### src/rtl/ls_pwr_pkg.sv
// Shared definitions for the level-shifter power sequencer.
//   ls_seq_state_e        : sequencer state encoding (also exported on state_o)
//   LS_SETTLE_CYCLES_DEF  : default shifter settle time in cycles
//   LS_TIMEOUT_CYCLES_DEF : default supply-good wait limit in cycles
package ls_pwr_pkg;

    typedef enum logic [2:0] {
        LS_OFF         = 3'd0,
        LS_WAIT_SUPPLY = 3'd1,
        LS_SETTLE      = 3'd2,
        LS_ACTIVE      = 3'd3,
        LS_DRAIN       = 3'd4,
        LS_ISOLATE     = 3'd5,
        LS_ERROR       = 3'd6
    } ls_seq_state_e;

    localparam int LS_SETTLE_CYCLES_DEF  = 8;
    localparam int LS_TIMEOUT_CYCLES_DEF = 256;

endpackage

### src/rtl/ls_pwr_seq_sync_2ff.sv
// One-bit two-flop synchronizer, asynchronous active-low reset to 0.
//   clk   : destination clock
//   rst_n : asynchronous active-low reset
//   d     : asynchronous input
//   q     : synchronized output, two clk edges behind d
module sync_2ff (
    input  logic clk,
    input  logic rst_n,
    input  logic d,
    output logic q
);

    logic meta;

    always_ff @(posedge clk or negedge rst_n) begin
        if (!rst_n) begin
            meta <= 1'b0;
            q    <= 1'b0;
        end else begin
            meta <= d;
            q    <= meta;
        end
    end

endmodule

### src/rtl/ls_pwr_seq.sv
// Power sequencer and data-launch stage in front of the enabled
// high-to-low level shifter. Runs in the always-on high domain.
//   clk, rst_n              : clock, asynchronous active-low reset
//   pwr_on_req, pwr_off_req : level requests to bring the crossing up/down
//   vdd_*_good_async        : raw supply-good flags, synchronized here
//   data_in/valid/ready     : payload handshake from the high domain
//   ls_en, ls_data          : shifter bank enable and registered payload
//   iso_en                  : isolation clamp (1 = clamped)
//   pwr_ack, seq_err        : crossing active, sticky error
//   state_o                 : current state, for debug
module ls_pwr_seq
    import ls_pwr_pkg::*;
#(
    parameter int WIDTH          = 8,
    parameter int SETTLE_CYCLES  = LS_SETTLE_CYCLES_DEF,
    parameter int TIMEOUT_CYCLES = LS_TIMEOUT_CYCLES_DEF
) (
    input  logic             clk,
    input  logic             rst_n,
    input  logic             pwr_on_req,
    input  logic             pwr_off_req,
    input  logic             vdd_high_good_async,
    input  logic             vdd_low_good_async,
    input  logic [WIDTH-1:0] data_in,
    input  logic             data_valid,
    output logic             data_ready,
    output logic             ls_en,
    output logic [WIDTH-1:0] ls_data,
    output logic             iso_en,
    output logic             pwr_ack,
    output logic             seq_err,
    output logic [2:0]       state_o
);

    localparam int TMAX = (SETTLE_CYCLES > TIMEOUT_CYCLES) ? SETTLE_CYCLES : TIMEOUT_CYCLES;
    localparam int TW   = $clog2(TMAX);

    localparam logic [TW-1:0] SETTLE_LAST  = TW'(SETTLE_CYCLES - 1);
    localparam logic [TW-1:0] TIMEOUT_LAST = TW'(TIMEOUT_CYCLES - 1);

    logic vh_sync, vl_sync, good;

    sync_2ff u_sync_high (
        .clk   (clk),
        .rst_n (rst_n),
        .d     (vdd_high_good_async),
        .q     (vh_sync)
    );

    sync_2ff u_sync_low (
        .clk   (clk),
        .rst_n (rst_n),
        .d     (vdd_low_good_async),
        .q     (vl_sync)
    );

    assign good = vh_sync & vl_sync;

    ls_seq_state_e   state, state_nxt;
    logic [TW-1:0]   timer;

    logic             ls_en_nxt, iso_en_nxt, pwr_ack_nxt, data_ready_nxt, seq_err_nxt;
    logic [WIDTH-1:0] ls_data_nxt;

    // Next-state logic
    always_comb begin
        state_nxt = state;
        case (state)
            LS_OFF:
                if (pwr_on_req && !pwr_off_req) state_nxt = LS_WAIT_SUPPLY;
            LS_WAIT_SUPPLY:
                if (pwr_off_req)                state_nxt = LS_OFF;
                else if (good)                  state_nxt = LS_SETTLE;
                else if (timer == TIMEOUT_LAST) state_nxt = LS_ERROR;
            LS_SETTLE:
                if (!good)                      state_nxt = LS_WAIT_SUPPLY;
                else if (timer == SETTLE_LAST)  state_nxt = LS_ACTIVE;
            LS_ACTIVE:
                if (!good)                      state_nxt = LS_ERROR;
                else if (pwr_off_req)           state_nxt = LS_DRAIN;
            LS_DRAIN:
                state_nxt = LS_ISOLATE;
            LS_ISOLATE:
                if (timer == SETTLE_LAST)       state_nxt = LS_OFF;
            LS_ERROR:
                if (pwr_off_req)                state_nxt = LS_OFF;
            default:
                state_nxt = LS_OFF;
        endcase
    end

    // Outputs are decoded from the state being entered and then registered,
    // so every output changes on the same edge as state_o.
    always_comb begin
        ls_en_nxt      = 1'b0;
        iso_en_nxt     = 1'b1;
        pwr_ack_nxt    = 1'b0;
        data_ready_nxt = 1'b0;
        seq_err_nxt    = 1'b0;
        case (state_nxt)
            LS_SETTLE, LS_ISOLATE: ls_en_nxt = 1'b1;
            LS_ACTIVE: begin
                ls_en_nxt      = 1'b1;
                iso_en_nxt     = 1'b0;
                pwr_ack_nxt    = 1'b1;
                data_ready_nxt = 1'b1;
            end
            LS_DRAIN: begin
                ls_en_nxt   = 1'b1;
                iso_en_nxt  = 1'b0;
                pwr_ack_nxt = 1'b1;
            end
            LS_ERROR: seq_err_nxt = 1'b1;
            default: ;
        endcase

        // A beat offered on the last ACTIVE cycle (off request) is still taken,
        // since data_ready was high when it was presented.
        ls_data_nxt = ls_data;
        if (state_nxt == LS_OFF || state_nxt == LS_ERROR)
            ls_data_nxt = '0;
        else if (data_ready && data_valid)
            ls_data_nxt = data_in;
    end

    always_ff @(posedge clk or negedge rst_n) begin
        if (!rst_n) begin
            state      <= LS_OFF;
            timer      <= '0;
            ls_en      <= 1'b0;
            iso_en     <= 1'b1;
            pwr_ack    <= 1'b0;
            data_ready <= 1'b0;
            seq_err    <= 1'b0;
            ls_data    <= '0;
        end else begin
            state      <= state_nxt;
            ls_en      <= ls_en_nxt;
            iso_en     <= iso_en_nxt;
            pwr_ack    <= pwr_ack_nxt;
            data_ready <= data_ready_nxt;
            seq_err    <= seq_err_nxt;
            ls_data    <= ls_data_nxt;
            // Shared timer: restarts on any state change, saturates otherwise.
            if (state_nxt != state)
                timer <= '0;
            else if (timer != '1)
                timer <= timer + 1'b1;
        end
    end

    assign state_o = state;

endmodule

### config.mk
export PLATFORM = sky130hd
export DESIGN_NAME = ls_pwr_seq
export DESIGN_NICKNAME = d
export VERILOG_FILES = /design/src/rtl/ls_pwr_pkg.sv /design/src/rtl/ls_pwr_seq_sync_2ff.sv /design/src/rtl/ls_pwr_seq.sv
export SDC_FILE = /design/constraint.sdc
export NUM_CORES = 1
export LEC_CHECK = 0
export ABC_AREA = 1
export CAP_MARGIN = 20
export CORE_MARGIN = 2
export CORE_UTILIZATION = 53
export DETAILED_ROUTE_END_ITERATION = 12
export PLACE_DENSITY = 0.89
export SLEW_MARGIN = 10
export SYNTH_ARGS = -nofsm -noshare
export SYNTH_HDL_FRONTEND = slang
export SYNTH_SLANG_ARGS = --single-unit
### constraint.sdc
create_clock -name clk -period 2.7 [get_ports clk]
set_clock_uncertainty 0.05 [all_clocks]
set_input_delay 0.81 -clock clk [delete_from_list [all_inputs] [get_ports clk]]
set_output_delay 0.81 -clock clk [all_outputs]
set_load 0.03 [all_outputs]
Word-level counts from Yosys, hierarchy flattened

Index checks and enable logic that the tools add are counted.

Register bits after elaboration: 28
Input port bits: 15
Output and inout port bits: 16
Word-level logic and storage cells: 59

$add $sub $neg: 1
Equality and inequality tests: 15
Muxes and demuxes: 20
Bitwise operators: 1
Reductions and logical operators: 10

Operators by type and width:

| operator            | number |
|---|---|
| $mux 8              | 4 |
| $mux 3              | 10 |
| $pmux 3 s7          | 1 |
| $eq 3x3->1 const B  | 6 |
| $eq 3x2->1 const B  | 4 |
| $add 8x1->8 const B | 1 |
| $eq 8x3->1 const B  | 1 |
| $eq 8x8->1 const B  | 1 |
| $ne 8x8->1 const B  | 1 |
| $logic_not 3->1     | 2 |
| $mux 1              | 5 |
| $reduce_bool 2->1   | 2 |
| $reduce_or 4->1     | 1 |
| $eq 3x1->1 const B  | 1 |
| $ne 3x3->1          | 1 |
| $logic_and 1x1->1   | 2 |
| $reduce_or 2->1     | 1 |
| $and 1x1->1         | 1 |
| $logic_not 1->1     | 1 |
| $logic_or 1x1->1    | 1 |

Depth between registers and ports, before layout

Gate-level depths: netlist of run 1.

Depth after elaboration: 8
Mapped depth: 13
Depth with buffers taken out: 13

By module

Synthesis of run 1 repeated with hierarchy kept, for this count alone.

Cells, all modules: 161
Area, all modules: 1423.9 µm²

By module, submodules not included:

| module     | times used | cells each | area each (µm²) | seq. area each (µm²) |
|---|---|---|---|---|
| ls_pwr_seq | 1          | 157        | 1323.8          | 601.8 |
| sync_2ff   | 2          | 2          | 50.0            | 50.0 |

Least setup slack after synthesis of run 1

OpenSTA, ideal clock, no wires.

Kind: input-to-reg
Start: in pwr_off_req
End: reg ls_data[0]
Library setup time: 0.113 ns
Data arrival time: 1.566 ns
Data required time: 2.537 ns
Path slack: 0.971 ns
Stages on the path: 9
Buffers on the path: 0
Cell sequence: inv_1 -> nand3_1 -> nand3_1 -> nor2_2 -> inv_2 -> nand2_2 -> nand3_4 -> nand2_1 -> inv_1

Cells in the longest elaborated chain, start to end: 7
Elaborated cells on any way between the ends: 13
Those cells by class: eq/ne: 1; mux: 7; reduce/logical: 5

RTL lines:

| element                                       | line              | RTL |
|---|---|---|
| from (decl)                                   | ls_pwr_seq.sv:21  | `input logic pwr_off_req,` |
| $logic_not 1->1                               | ls_pwr_seq.sv:70  | `if (pwr_on_req && !pwr_off_req) state_nxt = LS_WAIT_SUPPLY;` |
| $logic_and 1x1->1                             | ls_pwr_seq.sv:70  |  |
| $mux 3                                        | ls_pwr_seq.sv:70  |  |
| $pmux 3 s7 *                                  | ls_pwr_seq.sv:68  | `case (state)` |
| named net state_nxt[1]                        | ls_pwr_seq.sv:59  | `ls_seq_state_e state, state_nxt;` |
| $eq 3x3->1 or $logic_not 3->1 (tied branches) | ls_pwr_seq.sv:120 | `if (state_nxt == LS_OFF \|\| state_nxt == LS_ERROR)` |
| $logic_or 1x1->1 *                            | ls_pwr_seq.sv:120 |  |
| $mux 8 or $reduce_bool 2->1 (tied branches)   | --                |  |
| to (signal assigned)                          | ls_pwr_seq.sv:143 | `ls_data <= ls_data_nxt;` |
| to (decl)                                     | ls_pwr_seq.sv:28  | `output logic [WIDTH-1:0] ls_data,` |

The timed path passes the listed nets; every way through them passes the cells marked *.
A chain may end at the register's enable or synchronous reset.

Worst setup path in the final report of run 1

Start: reg state[0] (netlist: state_o[0])
End: out state_o[0]

RTL lines:

| element                | line              | RTL |
|---|---|---|
| from (decl)            | ls_pwr_seq.sv:59  |  |
| from (signal assigned) | ls_pwr_seq.sv:137 | `state <= state_nxt;` |
| to (decl)              | ls_pwr_seq.sv:32  | `output logic [2:0] state_o` |

No word-level cell between the ends.

==> results.toml, run 1 <==
[cts]
root_buffer = "clkbuf_4"
worstSkewPairLatency_ns = 0.33
htreeDepth = 1
cts_buffers = 3
hold_buffers = 0
cts_max_path_buffers = 2
cts_sinks = 28
cts_tree = "done"
cts_resized = 0
post_cts_buffers = 0
clkTransAtPathRegs_ns = 0.14

[cells_and_area]
area_delta_synth_final_pct = 27.3
fillers = 179
drive_gt1_share_pct = 23.4
antenna_cells = 0
fin_nets = 209
fin_area_um2 = 1780
final_core_util_pct = 71.3

[placement]
port_buffers = 30
dp_hpwl_um = 2090
place.gp.congestion = 0.990
dpl_worst_slack_ns = 0.206
place_area_um2 = 1750

[routing]
viasPerCell = 5.05
dr.pass1.iters = 4
drtAntennaViolNets = 0
drc = 0
first_iter_violations = 49
post_drt_wl_per_cell_um = 12.4
routed_wl_um = 2760
vias = 1122

[pwr]
p_clk_share_pct = 13.2
switching_share_pct = 44.0
combPwrFrac_pct = 50.5
vdd_drop_max_v = 0.000669
p_total_uw = 1540
internal-power_uw = 863
pwr_density_cell_nw_per_um2 = 864
p_switching_uw = 677
p_leak_uw = 0.000903
p_seq_share_pct = 36.3

[grt]
antenna_found_initial = 0
grt.total_usage_pct = 20.9
grt_max_degree = 29
grt.overflow.total = 0
first_global_vias = 1142
grt_pass1_wl_um = 5090

[worst_setup_path]
r2r-start = "timer[1]$_DFFE_PN0P_"
slowest_delay_ns = 0.72
cp_slowest_cell = "clkdlybuf4s50_1"
criticalPathCategory = "reg -> out"
cp_max_fo = 8
cp_top_family = "buffers and inverters"
crit_arrival_ns = 1.57
path_buf_inv = 1
path_depth = 1
reg2reg_to = "ls_data[2]$_DFFE_PN0P_"
startpoint_type = "flip-flop"
reg2reg_depth = 13
reg2reg_slack_ns = 0.82
cp_data_required_time_ns = 1.84
cp-end-kind = "primary output"
path_cells = "clkdlybuf4s50_1"

[status]
status = "finished, final reports clean"

[synthesis]
synth_top_cell_by_area = "dfrtp_1"
synth_seq_cells = 28
ys_seq_area_share_pct = 50.1
synth_common_cells = "32 x nand2_1, 27 x dfrtp_1, 17 x nor2_1, 16 x inv_1, 13 x nor2_2"
syn_area_per_cell_um2 = 8.92
synth_nets = 173
synth_top_area_share_pct = 48.3
synth_edf_count = 0
synthArstFlopShare_pct = 100
synthTopCellsByArea = "dfrtp_1 48%, nand2_1 8.6%, mux2_2 7.2%, nor2_2 5.8%, nor2_1 4.6%"
syn-cell-area_um2 = 1400
yosysWarnings = 0
synthCells = 157
netlist-cell-type-count = 24
synth.most_common_cell = "nand2_1"
synth-main-ff-cell = "dfrtp_1"

[hold_path]
holdCritPathClass = "reg -> reg"
min_path_cells = 0
worstHoldStart = "u_sync_low.meta$_DFF_PN0_"
hold_end = "u_sync_low.q$_DFF_PN0_"

[sta]
fmax_mhz = 411
setup_viol = 0
maxSlewViolCount = 0
layout_worst_path_cycle_share_pct = 90.0
hold_viol_final = 0
worst_pin_slew_ns = 0.339
rsz0062_at_grt = "no"
setup-tns-final_ns = 0
fin_crit_ns = 2.43
slew_headroom_pct = 77.4
fin_ws_ns = 0.269

[floorplanning]
dieHeight_um = 55.4
die_area_um2 = 3070
design.core.area_um2 = 2500
io_pins = 31
fp-row-count = 18
start_util_pct = 56.0
dieWidth_um = 55.4

[run]
maxCapViolCount = 0
[how the worst max path moves through the flow]
| stage | slack, ns | end | from |
|---|---|---|---|
| finish | 0.27 | state_o[0] | state_o[0]$_DFF_PN0_ |
| global route | 0.20 | state_o[0] | state_o[0]$_DFF_PN0_ |
| CTS | 0.26 | state_o[0] | state_o[0]$_DFF_PN0_ |
| detailed placement | 0.21 | ls_data[2]$_DFFE_PN0P_ | pwr_off_req |
| global placement | 0.28 | ls_data[6]$_DFFE_PN0P_ | pwr_off_req |
| floorplan | 0.97 | ls_data[0]$_DFFE_PN0P_ | pwr_off_req |
[metal layers]
layer	vias up	global-route usage (%)	wire [um]
li1	562	-	-
met1	525	27.1	1170
met2	28	34.0	1430
met3	7	4.45	112
met4	0	8.71	53
met5	-	0	0
[cell families after synthesis]
family / share of synthesized area (%)
simple gates: 30.0
flops: 50.1
buf+inv: 5.90
compound gates: 3.93
mux: 7.24
xor+xnor: 1.88
fa+ha+maj: 0.894
[flip-flops by register name, indices dropped and copies added (netlist names)]
name	flops
u_sync_high.q	1
ls_en	1
ls_data	8
u_sync_low.q	1
state_o	3
data_ready	1
seq_err	1
u_sync_low.meta	1
pwr_ack	1
u_sync_high.meta	1
timer	8
iso_en	1
[per-stage QoR]
stage | instances | hold WS (ns)
after floorplan | 157 | 0.281
after global placement | 218 | 0.285
after detailed placement | 218 | 0.288
after CTS | 222 | 0.319
after global routing | 222 | 0.324
final | 222 | 0.318
[layout by cell type (no fill, tap or decap), drive strengths merged]
master         netlist  final
nand2               38     38
nor2                31     31
clkdlybuf4s50        0     30
dfrtp               27     27
inv                 22     22
nand3               11     11
mux2                 9      9
o21ai                7      7
clkbuf               0      4
nand4                2      2
xor2                 2      2
a21oi                2      2
nor3                 1      1
or2                  1      1
o22ai                1      1
xnor2                1      1
ha                   1      1
dfstp                1      1
buf                  0      1
[final cells by class]
class | count | area, um^2 | area share [%]
tap | 30 | 37.5 | 2.11
multi-input combinational | 107 | 616 | 34.6
clock buffer | 4 | 36.3 | 2.04
timing repair buffer | 31 | 308 | 17.3
inverter | 22 | 82.6 | 4.63
sequential | 28 | 702 | 39.4
[power groups by stage]
stage / combinational, uW / sequential, uW / clock, uW
floorplan: 445 / 666 / 0
global placement: 757 / 562 / 0
detailed placement: 779 / 566 / 0
CTS: 786 / 558 / 207
global route: 863 / 571 / 230
finish: 778 / 559 / 202
Note: power is estimated with default switching activity, not from simulation.
==> inputs of run 2 (changes only) <==
--- a/config.mk
+++ b/config.mk
@@ -7,7 +7,7 @@
 export LEC_CHECK = 0
 export ABC_AREA = 1
 export CAP_MARGIN = 20
-export CORE_MARGIN = 2
+export CORE_MARGIN = 4
 export CORE_UTILIZATION = 53
 export DETAILED_ROUTE_END_ITERATION = 12
 export PLACE_DENSITY = 0.89
==> run 2 against run 1 <==
  * Maximum frequency down 0.85%
  * Clock power up 35%
  * Flip-flop and latch count unchanged
  * Cell area up 0.91%
  * Cell count unchanged
==> results.toml, run 2 (synthesized netlist as in run 1, its figures left out) <==
[pwr]
vdd_drop_max_v = 0.000703
p_total_uw = 1620
p_clk_share_pct = 16.8
p_seq_share_pct = 34.6
p_switching_uw = 689
switching_share_pct = 42.5
combPwrFrac_pct = 48.6
pwr_density_cell_nw_per_um2 = 901
p_leak_uw = 0.000910
internal-power_uw = 932

[sta]
layout_worst_path_cycle_share_pct = 90.8
maxSlewViolCount = 0
worst_pin_slew_ns = 0.338
setup-tns-final_ns = 0
rsz0062_at_grt = "no"
hold_viol_final = 0
slew_headroom_pct = 77.4
setup_viol = 0
fmax_mhz = 408
fin_crit_ns = 2.45

[floorplanning]
start_util_pct = 56.0
dieWidth_um = 59.4
design.core.area_um2 = 2500
die_area_um2 = 3530
fp-row-count = 18
dieHeight_um = 59.4
io_pins = 31

[cts]
cts_max_path_buffers = 2
post_cts_buffers = 0
root_buffer = "clkbuf_4"
htreeDepth = 1
cts_sinks = 28
cts_buffers = 3
hold_buffers = 0
cts_tree = "done"
worstSkewPairLatency_ns = 0.33
cts_resized = 0
clkTransAtPathRegs_ns = 0.15

[grt]
grt.overflow.total = 0
grt.total_usage_pct = 17.7
first_global_vias = 1113
grt_max_degree = 29
antenna_found_initial = 0
grt_pass1_wl_um = 4740

[placement]
port_buffers = 30
place.gp.congestion = 0.869
dp_hpwl_um = 2180

[worst_setup_path]
cp_data_required_time_ns = 1.84
startpoint_type = "flip-flop"
cp_top_family = "buffers and inverters"
cp-end-kind = "primary output"
cp_max_fo = 7
crit_arrival_ns = 1.59
slowest_delay_ns = 0.73
criticalPathCategory = "reg -> out"
path_cells = "clkdlybuf4s50_1"
cp_slowest_cell = "clkdlybuf4s50_1"
path_buf_inv = 1

[cells_and_area]
drive_gt1_share_pct = 23.4
fin_nets = 209
layout.cells.most_common = "nand2_1"
area_delta_synth_final_pct = 28.4
antenna_cells = 0
layout_common_cells = "32 x nand2_1, 30 x clkdlybuf4s50_1, 27 x dfrtp_1"

[routing]
drtAntennaViolNets = 0
viasPerCell = 4.96
post_drt_wl_per_cell_um = 13.0
vias = 1101
first_iter_violations = 36
dr.pass1.iters = 5
drc = 0
routed_wl_um = 2890

[run]
maxCapViolCount = 0

[hold_path]
holdCritPathClass = "reg -> reg"

[status]
status = "finished, final reports clean"
[run 2: cell count changes in the layout (fill, tap and decap cells not counted)]
cell,before,now
bufinv_16,0,1
clkbuf_8,1,0
[run 2: path summary, 6_finish.rpt]
check	cells past startpoint	slack, ns	from	endpoint
min in group asynchronous	2	0.78	rst_n	u_sync_low.meta$_DFF_PN0_
worst max-delay path	1	0.25	state_o[1]$_DFF_PN0_	state_o[1]
worst max register to register	13	0.84	timer[0]$_DFFE_PN0P_	ls_data[1]$_DFFE_PN0P_
worst min-delay path	0	0.32	u_sync_high.meta$_DFF_PN0_	u_sync_high.q$_DFF_PN0_
max in group asynchronous	2	1.53	rst_n	iso_en$_DFF_PN1_
worst min register to register	0	0.32	u_sync_high.meta$_DFF_PN0_	u_sync_high.q$_DFF_PN0_
[run 2: per-layer routing]
layer	part of all wire [%]	GRT usage, %	wire length [um]
met1	42	21.9	1220
met2	53	31.7	1520
met3	3.5	2.18	100
met4	1.4	5.83	40
met5	0	0	0
[run 2: area by class of cell]
cell class / instances / area, um^2
sequential: 28 / 702
tap: 30 / 37.5
clock inverter: 1 / 30.0
clock buffer: 3 / 22.5
fill: 178 / 702
timing repair buffer: 31 / 308
multi-input combinational: 107 / 616
inverter: 22 / 82.6
[run 2: stage by stage]
| stage | std cells | utilization, % | hold slack (ns) | instance area [um^2] | setup WS (ns) |
|---|---|---|---|---|---|
| 2_1_floorplan | 157 | - | 0.281 | 1400 | 0.971 |
| 3_3_place_gp | 218 | 69.8 | 0.283 | 1750 | 0.276 |
| 3_5_place_dp | 218 | 69.8 | 0.286 | 1750 | 0.225 |
| 4_1_cts | 222 | 71.9 | 0.320 | 1800 | 0.250 |
| 5_1_grt | 222 | 71.9 | 0.333 | 1800 | 0.180 |
| 6_report | 222 | 71.9 | 0.319 | 1800 | 0.248 |
[run 2: worst reg2reg max path: stages, from the launching register on]
cell	delay [ns]
dfrtp_1	0.41
ha_1	0.24
nand2_1	0.09
nor2_2	0.06
nand2_4	0.11
nand2_1	0.07
nand2_1	0.07
inv_2	0.05
nor2_2	0.22
inv_2	0.07
nand2_2	0.10
nand3_4	0.12
nand2_1	0.09
inv_1	0.04
[run 2: power groups by stage]
stage	clock (uW)	sequential, uW	combinational, uW
4_1_cts	278	560	794
3_5_place_dp	0	569	785
6_report	273	560	787
5_1_grt	297	572	863
3_3_place_gp	0	564	764
2_1_floorplan	0	666	445
